**src/rtl/mips_pkg.sv**
```systemverilog
// Shared MIPS decode constants, control bundle and ID-stage state type.
// Used by id_decode and id_stage.
package mips_pkg;

  localparam logic [5:0] OP_RTYPE = 6'h00;
  localparam logic [5:0] OP_J     = 6'h02;
  localparam logic [5:0] OP_JAL   = 6'h03;
  localparam logic [5:0] OP_BEQ   = 6'h04;
  localparam logic [5:0] OP_BNE   = 6'h05;
  localparam logic [5:0] OP_LW    = 6'h23;
  localparam logic [5:0] OP_SW    = 6'h2B;

  typedef struct packed {
    logic [4:0] dest;
    logic       reg_write;
    logic       mem_read;
    logic       mem_write;
    logic       use_rs;
    logic       use_rt;
  } id_ctrl_t;

  typedef enum logic {RUN, LU_STALL} state_t;

endpackage

```
**src/rtl/id_decode.sv**
```systemverilog
// Combinational MIPS decoder: instruction -> control bundle and
// sign-extended 16-bit immediate.
module id_decode
  import mips_pkg::*;
(
  input  logic [31:0] instr,
  output id_ctrl_t    ctrl,
  output logic [31:0] imm
);

  logic [5:0] op;

  assign op  = instr[31:26];
  assign imm = {{16{instr[15]}}, instr[15:0]};

  always_comb begin
    ctrl = '0;
    unique case (1'b1)
      op == OP_RTYPE: begin
        ctrl.dest      = instr[15:11];
        ctrl.reg_write = 1'b1;
        ctrl.use_rs    = 1'b1;
        ctrl.use_rt    = 1'b1;
      end
      op == OP_LW: begin
        ctrl.dest      = instr[20:16];
        ctrl.reg_write = 1'b1;
        ctrl.mem_read  = 1'b1;
        ctrl.use_rs    = 1'b1;
      end
      op == OP_SW: begin
        ctrl.mem_write = 1'b1;
        ctrl.use_rs    = 1'b1;
        ctrl.use_rt    = 1'b1;
      end
      (op == OP_BEQ) || (op == OP_BNE): begin
        ctrl.use_rs = 1'b1;
        ctrl.use_rt = 1'b1;
      end
      (op == OP_J) || (op == OP_JAL): begin
        ctrl = '0;
      end
      default: begin
        ctrl.dest      = instr[20:16];
        ctrl.reg_write = 1'b1;
        ctrl.use_rs    = 1'b1;
      end
    endcase
  end

endmodule

```
**src/rtl/id_stage.sv**
```systemverilog
// MIPS decode stage: IF/ID and ID/EX registers, operand capture, hazard stall.
// Define FWD_EN for the EX/MEM/WB bypass network; otherwise RAW hazards stall.
module id_stage
  import mips_pkg::*;
#(
  parameter int XLEN = 32,
  parameter int NREG = 32,
  localparam int AW  = $clog2(NREG)
) (
  input  logic            clk,
  input  logic            rst,
  input  logic            if_valid,
  input  logic [31:0]     if_instr,
  input  logic [XLEN-1:0] if_pc,
  output logic            id_ready,
  input  logic            flush,
  output logic [AW-1:0]   rf_addr1,
  output logic [AW-1:0]   rf_addr2,
  input  logic [XLEN-1:0] rf_data1,
  input  logic [XLEN-1:0] rf_data2,
  input  logic            exf_wen,
  input  logic [AW-1:0]   exf_waddr,
  input  logic [XLEN-1:0] exf_wdata,
  input  logic            exf_load,
  input  logic            memf_wen,
  input  logic [AW-1:0]   memf_waddr,
  input  logic [XLEN-1:0] memf_wdata,
  input  logic            wbf_wen,
  input  logic [AW-1:0]   wbf_waddr,
  input  logic [XLEN-1:0] wbf_wdata,
  input  logic            ex_ready,
  output logic            ex_valid,
  output logic [XLEN-1:0] ex_pc,
  output logic [XLEN-1:0] ex_rs_val,
  output logic [XLEN-1:0] ex_rt_val,
  output logic [XLEN-1:0] ex_imm,
  output logic [AW-1:0]   ex_dest,
  output logic [5:0]      ex_opcode,
  output logic [5:0]      ex_funct,
  output logic            ex_reg_write,
  output logic            ex_mem_read,
  output logic            ex_mem_write
);

  logic            id_valid;
  logic [31:0]     id_instr;
  logic [XLEN-1:0] id_pc;
  state_t          state_q, state_d;

  id_ctrl_t        ctrl;
  logic [31:0]     imm;
  logic [AW-1:0]   rs, rt;
  logic            ex_m, mem_m, wb_m;
  logic            stall, advance, accept;
  logic [XLEN-1:0] rs_val, rt_val;

  id_decode u_dec (
    .instr (id_instr),
    .ctrl  (ctrl),
    .imm   (imm)
  );

  assign rs       = id_instr[25:21];
  assign rt       = id_instr[20:16];
  assign rf_addr1 = rs;
  assign rf_addr2 = rt;

  // Does a downstream write target a source this instruction reads?
  assign ex_m = exf_wen & (exf_waddr != '0) &
    ((ctrl.use_rs & (exf_waddr == rs)) |
     (ctrl.use_rt & (exf_waddr == rt)));
  assign mem_m = memf_wen & (memf_waddr != '0) &
    ((ctrl.use_rs & (memf_waddr == rs)) |
     (ctrl.use_rt & (memf_waddr == rt)));
  assign wb_m = wbf_wen & (wbf_waddr != '0) &
    ((ctrl.use_rs & (wbf_waddr == rs)) |
     (ctrl.use_rt & (wbf_waddr == rt)));

`ifdef FWD_EN
  logic unused;
  assign unused = mem_m ^ wb_m;
  assign stall  = id_valid & ex_m & exf_load;

  // Youngest producer wins; a load still in EX is covered by the stall.
  assign rs_val = (rs == '0) ? '0 :
    (exf_wen & !exf_load & (exf_waddr == rs)) ? exf_wdata :
    (memf_wen & (memf_waddr == rs)) ? memf_wdata :
    (wbf_wen & (wbf_waddr == rs)) ? wbf_wdata : rf_data1;
  assign rt_val = (rt == '0) ? '0 :
    (exf_wen & !exf_load & (exf_waddr == rt)) ? exf_wdata :
    (memf_wen & (memf_waddr == rt)) ? memf_wdata :
    (wbf_wen & (wbf_waddr == rt)) ? wbf_wdata : rf_data2;
`else
  logic unused;
  assign unused = ^{exf_wdata, memf_wdata, wbf_wdata, exf_load};
  // WB hit stalls too: the regfile write only lands at the edge.
  assign stall  = id_valid & (ex_m | mem_m | wb_m);
  assign rs_val = (rs == '0) ? '0 : rf_data1;
  assign rt_val = (rt == '0) ? '0 : rf_data2;
`endif

  assign advance  = id_valid & !stall & (!ex_valid | ex_ready);
  assign id_ready = !flush & (!id_valid | advance);
  assign accept   = if_valid & id_ready;

  always_comb begin
    state_d = state_q;
    unique case (state_q)
      RUN:      if (stall) state_d = LU_STALL;
      LU_STALL: state_d = stall ? LU_STALL : RUN;
      default:  state_d = RUN;
    endcase
    if (flush) state_d = RUN;
  end

  always_ff @(posedge clk or posedge rst) begin
    if (rst) begin
      state_q  <= RUN;
      id_valid <= 1'b0;
      id_instr <= '0;
      id_pc    <= '0;
    end else begin
      state_q <= state_d;
      if (flush) begin
        id_valid <= 1'b0;
      end else if (accept) begin
        id_valid <= 1'b1;
        id_instr <= if_instr;
        id_pc    <= if_pc;
      end else if (advance) begin
        id_valid <= 1'b0;
      end
    end
  end

  always_ff @(posedge clk or posedge rst) begin
    if (rst) begin
      ex_valid     <= 1'b0;
      ex_pc        <= '0;
      ex_rs_val    <= '0;
      ex_rt_val    <= '0;
      ex_imm       <= '0;
      ex_dest      <= '0;
      ex_opcode    <= '0;
      ex_funct     <= '0;
      ex_reg_write <= 1'b0;
      ex_mem_read  <= 1'b0;
      ex_mem_write <= 1'b0;
    end else if (flush) begin
      ex_valid <= 1'b0;
    end else if (!ex_valid | ex_ready) begin
      ex_valid <= advance;
      if (advance) begin
        ex_pc        <= id_pc;
        ex_rs_val    <= rs_val;
        ex_rt_val    <= rt_val;
        ex_imm       <= imm;
        ex_dest      <= ctrl.dest;
        ex_opcode    <= id_instr[31:26];
        ex_funct     <= id_instr[5:0];
        ex_reg_write <= ctrl.reg_write;
        ex_mem_read  <= ctrl.mem_read;
        ex_mem_write <= ctrl.mem_write;
      end
    end
  end

endmodule
```
**config.mk**
```make
export PLATFORM = sky130hd
export DESIGN_NAME = id_stage
export DESIGN_NICKNAME = d
export VERILOG_FILES = /design/src/rtl/mips_pkg.sv /design/src/rtl/id_decode.sv /design/src/rtl/id_stage.sv
export SDC_FILE = /design/constraint.sdc
export NUM_CORES = 1
export LEC_CHECK = 0
export ABC_CLOCK_PERIOD_IN_PS = 7800
export BUFFER_PORTS_ARGS = -buffer_cell sky130_fd_sc_hd__buf_2
export CORE_AREA = 2 2 160 162
export CTS_CLUSTER_DIAMETER = 120
export DETAILED_ROUTE_END_ITERATION = 10
export DIE_AREA = 0 0 162 164
export HOLD_SLACK_MARGIN = 0.03
export MAX_ROUTING_LAYER = met4
export PLACE_DENSITY = 0.69
export SYNTH_ARGS = -nofsm -noshare
export SYNTH_HDL_FRONTEND = slang
export SYNTH_SLANG_ARGS = --single-unit
```
**constraint.sdc**
```tcl
create_clock -name clk -period 7.8 [get_ports clk]
set_input_delay 1.56 -clock clk [delete_from_list [all_inputs] [get_ports clk]]
set_output_delay 1.56 -clock clk [all_outputs]
set_load 0.005 [all_outputs]
```
### Word level (Yosys, flattened, before mapping)

Cells that the tools add are included.

* register bits after elaboration: 198
* input port bits: 248
* output and inout port bits: 160
* word-level logic and storage cells: 81

* equal/unequal tests: 12
* mux-type cells: 12
* bitwise operators: 25
* reduce and logical (&&, ||, !) cells: 18

Operators by type and width (count)
* $mux 32: 2
* $eq 5x5->1: 6
* $and 1x1->1: 17
* $reduce_bool 5->1: 3
* $eq 6x2->1 const B: 2
* $eq 6x3->1 const B: 2
* $eq 6x6->1 const B: 2
* $pmux 6 s2: 1
* $logic_not 5->1: 2
* $mux 1: 9
* $or 1x1->1: 7
* $logic_not 6->1: 1
* $reduce_or 3->1: 2
* $logic_not 1->1: 4
* $reduce_and 3->1: 1
* $reduce_bool 3->1: 1
* $logic_or 1x1->1: 2
* $reduce_and 2->1: 1
* $reduce_bool 2->1: 1
* $not 1->1: 1

### Depth between registers and ports, before layout

* depth after elaboration: 18
* gate-level depth with buffers: 10
* mapped depth without buffers: 6

### By module

A second synthesis with hierarchy kept.

* cell total of the unflattened synthesis: 727
* area, all modules: 9374.0 um2

Modules (own cells, without submodules)
* id_stage: instances 1, cells each 660, area each 8916.1 um2
* id_decode: instances 1, cells each 67, area each 457.9 um2

### Least setup slack after synthesis

No wires, ideal clock.

* path type: in2out
* from: input exf_waddr[1]
* to: output id_ready
* data arrival time: 3054 ps
* required time: 6240 ps
* slack: 3186 ps
* cell stages on the path: 7
* cell sequence: or4_1 o21ai_1 nor4_1 o31a_1 buf_2 o21ai_0 and2_1

* cells in the longest elaborated chain, start to end: 12
* elaborated cells between the ends (all ways): 16

RTL lines
* start: declaration: RTL line id_stage.sv:22 `input logic [AW-1:0] exf_waddr,`
* $eq 5x5->1 (on tied branches): RTL line id_stage.sv:70, id_stage.sv:71
* $and 1x1->1 (on tied branches): RTL line id_stage.sv:70, id_stage.sv:71
* $or 1x1->1: RTL line id_stage.sv:70 `((ctrl.use_rs & (exf_waddr == rs)) |`
* $and 1x1->1 *: RTL line id_stage.sv:69 `assign ex_m = exf_wen & (exf_waddr != '0) &`
* $or 1x1->1 * (2 in series): RTL line id_stage.sv:97 `assign stall = id_valid & (ex_m | mem_m | wb_m);`
* $and 1x1->1 *: RTL line id_stage.sv:97
* $logic_not 1->1 *: RTL line id_stage.sv:102 `assign advance = id_valid & !stall & (!ex_valid | ex_ready);`
* $and 1x1->1 * (2 in series): RTL line id_stage.sv:102
* $or 1x1->1 *: RTL line id_stage.sv:103 `assign id_ready = !flush & (!id_valid | advance);`
* $and 1x1->1 *: RTL line id_stage.sv:103
* end: declaration: RTL line id_stage.sv:15 `output logic id_ready,`

Every way passes the cells marked *; elsewhere a longest branch is shown, timed or not.

### Worst setup path in the final report

* from: input wbf_waddr[1]
* to: output id_ready

* cells in the longest elaborated chain, start to end: 11
* elaborated cells between the ends (all ways): 15

RTL lines
* start: declaration: RTL line id_stage.sv:29 `input logic [AW-1:0] wbf_waddr,`
* $eq 5x5->1 (on tied branches): RTL line id_stage.sv:76, id_stage.sv:77
* $and 1x1->1 (on tied branches): RTL line id_stage.sv:76, id_stage.sv:77
* $or 1x1->1: RTL line id_stage.sv:76 `((ctrl.use_rs & (wbf_waddr == rs)) |`
* $and 1x1->1 *: RTL line id_stage.sv:75 `assign wb_m = wbf_wen & (wbf_waddr != '0) &`
* $or 1x1->1 *: RTL line id_stage.sv:97
* $and 1x1->1 *: RTL line id_stage.sv:97
* $logic_not 1->1 *: RTL line id_stage.sv:102
* $and 1x1->1 * (2 in series): RTL line id_stage.sv:102
* $or 1x1->1 *: RTL line id_stage.sv:103
* $and 1x1->1 *: RTL line id_stage.sv:103

Marks and branches as above.

==> impl_metrics.tcl <==
set metrics [dict create \
    clkPwrFrac 0.261 \
    hold_buffers 0 \
    synth_nets 1240 \
    start_util 0.4041 \
    drive_gt1_frac 0.3267 \
    synthArstFlopShare 1.000 \
    grt_max_degree 115 \
    drv_slew 0 \
    sequentialPowerShare 0.447 \
    ys_seq_area_frac 0.4790 \
    finalPower_mw 3.415 \
    grt-ovfl-total 0 \
    syn2layout_area_growth_pct 20.12 \
    cts_tree "yes" \
    finalInstanceArea_um2 12050 \
    die_x_um 162 \
    endpoint_kind "output port" \
    place_area_um2 11440 \
    r2r-end "ex_dest[0]" \
    p_int_mw 2.269 \
    ys_warn_count 0 \
    drc_errors 0 \
    synth_edf_count 0 \
    ys_ff_latch 192 \
    nNetsFinal 1451 \
    holdPathStages 1 \
    cts.sinks 192 \
    clk_latency_ns 0.43 \
    timing.reg2reg.setup_slack_ns 3.67 \
    sw_frac_of_total 0.3356 \
    fin_ws_ns 2.855 \
    max_freq_mhz 202.2 \
    core_um2 24820 \
    wirelength_um 29590 \
    grt_pass1_wl_um 45800 \
    cts-root-buf "clkbuf_16" \
    synth_ff_type "dfrtp_1" \
    synthTopCellsByArea "dfrtp_1, mux2i_1, a21boi_0" \
    grt_antenna_before_repair 4 \
    slew_headroom 0.2146 \
    clkTransAtPathRegs_ns 0.08 \
    netlist_area_um2 10030 \
    fin_skew_ns 0.01602 \
    yosysMostFrequentCell "dfrtp_1" \
    cts.path.max_buffers 2 \
    vdd_ir_drop_max_uv 124.3 \
    grt_setup_unrepaired "false" \
    cts_resized 0 \
    setup_viol 0 \
    post_cts_buffers 0 \
    hold_path.startpoint "ex_dest[3]" \
    tightest_slew_ns 1.175 \
    reg2reg_from "id_instr[30]" \
    power.density_nw_per_um2 283.4 \
    die_h_um 164 \
    leakage_nw 6.047 \
    worstHoldEndpoint "ex_dest[3]" \
    synth_top_cell_by_area "dfrtp_1" \
    io_buffers 310 \
    synth_common_cells "dfrtp_1, nand3_1, clkbuf_1, nand2_1, inv_1" \
    dr.pass1.iters 5 \
    hold_violations 0 \
    grt_pass1_vias 8447 \
    period_share 0.6340 \
    hold_path.class "reg -> reg" \
    final_util 0.4854 \
    synth_area_per_cell_um2 10.11 \
    io_pins 408 \
    via_per_inst 5.513 \
    drt-wirelength-per-cell_um 19.10 \
    outcome "complete, no violations" \
    maxCapViolCount 0 \
    cts_made_buffers 17 \
    cts_htree_levels 4 \
    initialDrtViolationCount 703 \
    r2r_cells 9 \
    postSynthCellCount 992 \
    cp_data_arrival_time_ns 3.39 \
    grt.total_usage 0.2237 \
    dp_slack_ns 2.645 \
    vias 8540 \
    crit_required_ns 6.24 \
    synth.distinct_cells 35 \
    switchingPower_mw 1.146 \
    period_minus_slack_ns 4.945 \
    synth_top_cell_area_share 0.4790 \
    dp_hpwl_um 18310 \
    final.setup.tns_ns 0 \
    critPathLaunchType "input port" \
    ant_nets 0 \
    num_rows 58 \
    combinationalPowerShare 0.292 \
    critPathKind "in -> out" \
    die_area_um2 26570 \
    crit_fanout 3 \
    gp_congestion 0.8686 \
]
[cells in the final DEF (no fill, tap or decap), types with 3 or more instances in the layout]
cell type / n
clkbuf_16: 17
a21oi_1: 4
diode_2: 4
nand3_1: 73
mux2_2: 34
mux2i_1: 65
inv_6: 3
clkinv_4: 3
inv_8: 5
mux2_1: 27
nor4_1: 3
or4_1: 7
xor2_1: 7
nand2_1: 70
buf_4: 15
nand4_1: 67
o211ai_1: 63
a22o_1: 5
a31oi_1: 64
nor2_1: 6
dfrtp_1: 191
a21boi_0: 64
inv_1: 66
xnor2_1: 24
buf_2: 309
[logic make-up after synthesis]
group	share of synthesized area
AOI/OAI and AO/OA	0.1455
xor gates and xnor gates	0.02707
buffers and inverters	0.09444
DFF	0.4790
muxes	0.1334
and+or+nand+nor	0.1206
[worst max-delay path: stages]
cell     delay, ns
buf_2         0.13
or4_1         0.50
o21ai_0       0.23
nor4_1        0.18
o31a_2        0.31
o21ai_0       0.21
and2_1        0.15
buf_2         0.11
[flip-flops by register name, indices dropped and copies added, names as in the netlist]
signal        count
id_instr         32
id_valid          1
ex_imm           16
ex_dest           5
ex_reg_write      1
ex_opcode         6
ex_rs_val        32
ex_pc            32
id_pc            32
ex_mem_write      1
ex_valid          1
ex_mem_read       1
ex_rt_val        32
[power groups by stage]
stage | registers [mW] | logic (mW) | clock network (mW)
6_report | 1.53 | 0.996 | 0.892
5_1_grt | 1.57 | 1.11 | 0.964
4_1_cts | 1.53 | 1.01 | 0.923
3_5_place_dp | 1.55 | 1.00 | 0
3_3_place_gp | 1.53 | 0.981 | 0
2_1_floorplan | 1.51 | 0.607 | 0
[per-stage QoR]
step | std cells | hold slack, ns
6_report | 1549 | 0.4872
4_1_cts | 1545 | 0.4961
3_3_place_gp | 1514 | 0.4707
2_1_floorplan | 992 | 0.4744
5_1_grt | 1549 | 0.5068
3_5_place_dp | 1514 | 0.4769
[per-layer routing]
layer / GRT usage / vias up / share of wire
li1: - / 3961 / -
met3: 0.06035 / 24 / 0.080
met4: 0.04827 / 0 / 0.010
met2: 0.3629 / 349 / 0.48
met1: 0.2825 / 4206 / 0.43
met5: - / - / 0
[how the worst max path moves through the flow]
stage | from | end | slack [ns]
global placement | wbf_waddr[2] | ex_imm[14] | 2.65
detailed placement | wbf_waddr[2] | ex_imm[13] | 2.65
global route | wbf_waddr[1] | id_ready | 2.66
finish | wbf_waddr[1] | id_ready | 2.85
floorplan | rst | ex_dest[0] | 1.01
CTS | wbf_waddr[1] | id_ready | 2.86
[final cells by class]
| class | instances | area (um2) |
|---|---|---|
| Fill cell | 2312 | 12770 |
| Sequential cell | 192 | 4806 |
| Tap cell | 330 | 412.9 |
| Antenna cell | 4 | 10.01 |
| Clock buffer | 17 | 425.4 |
| Clock inverter | 14 | 167.7 |
| Multi-Input combinational cell | 600 | 4304 |
| Timing Repair Buffer | 324 | 1659 |
| Inverter | 68 | 262.8 |
No activity file was read; power rests on OpenSTA's default activity.
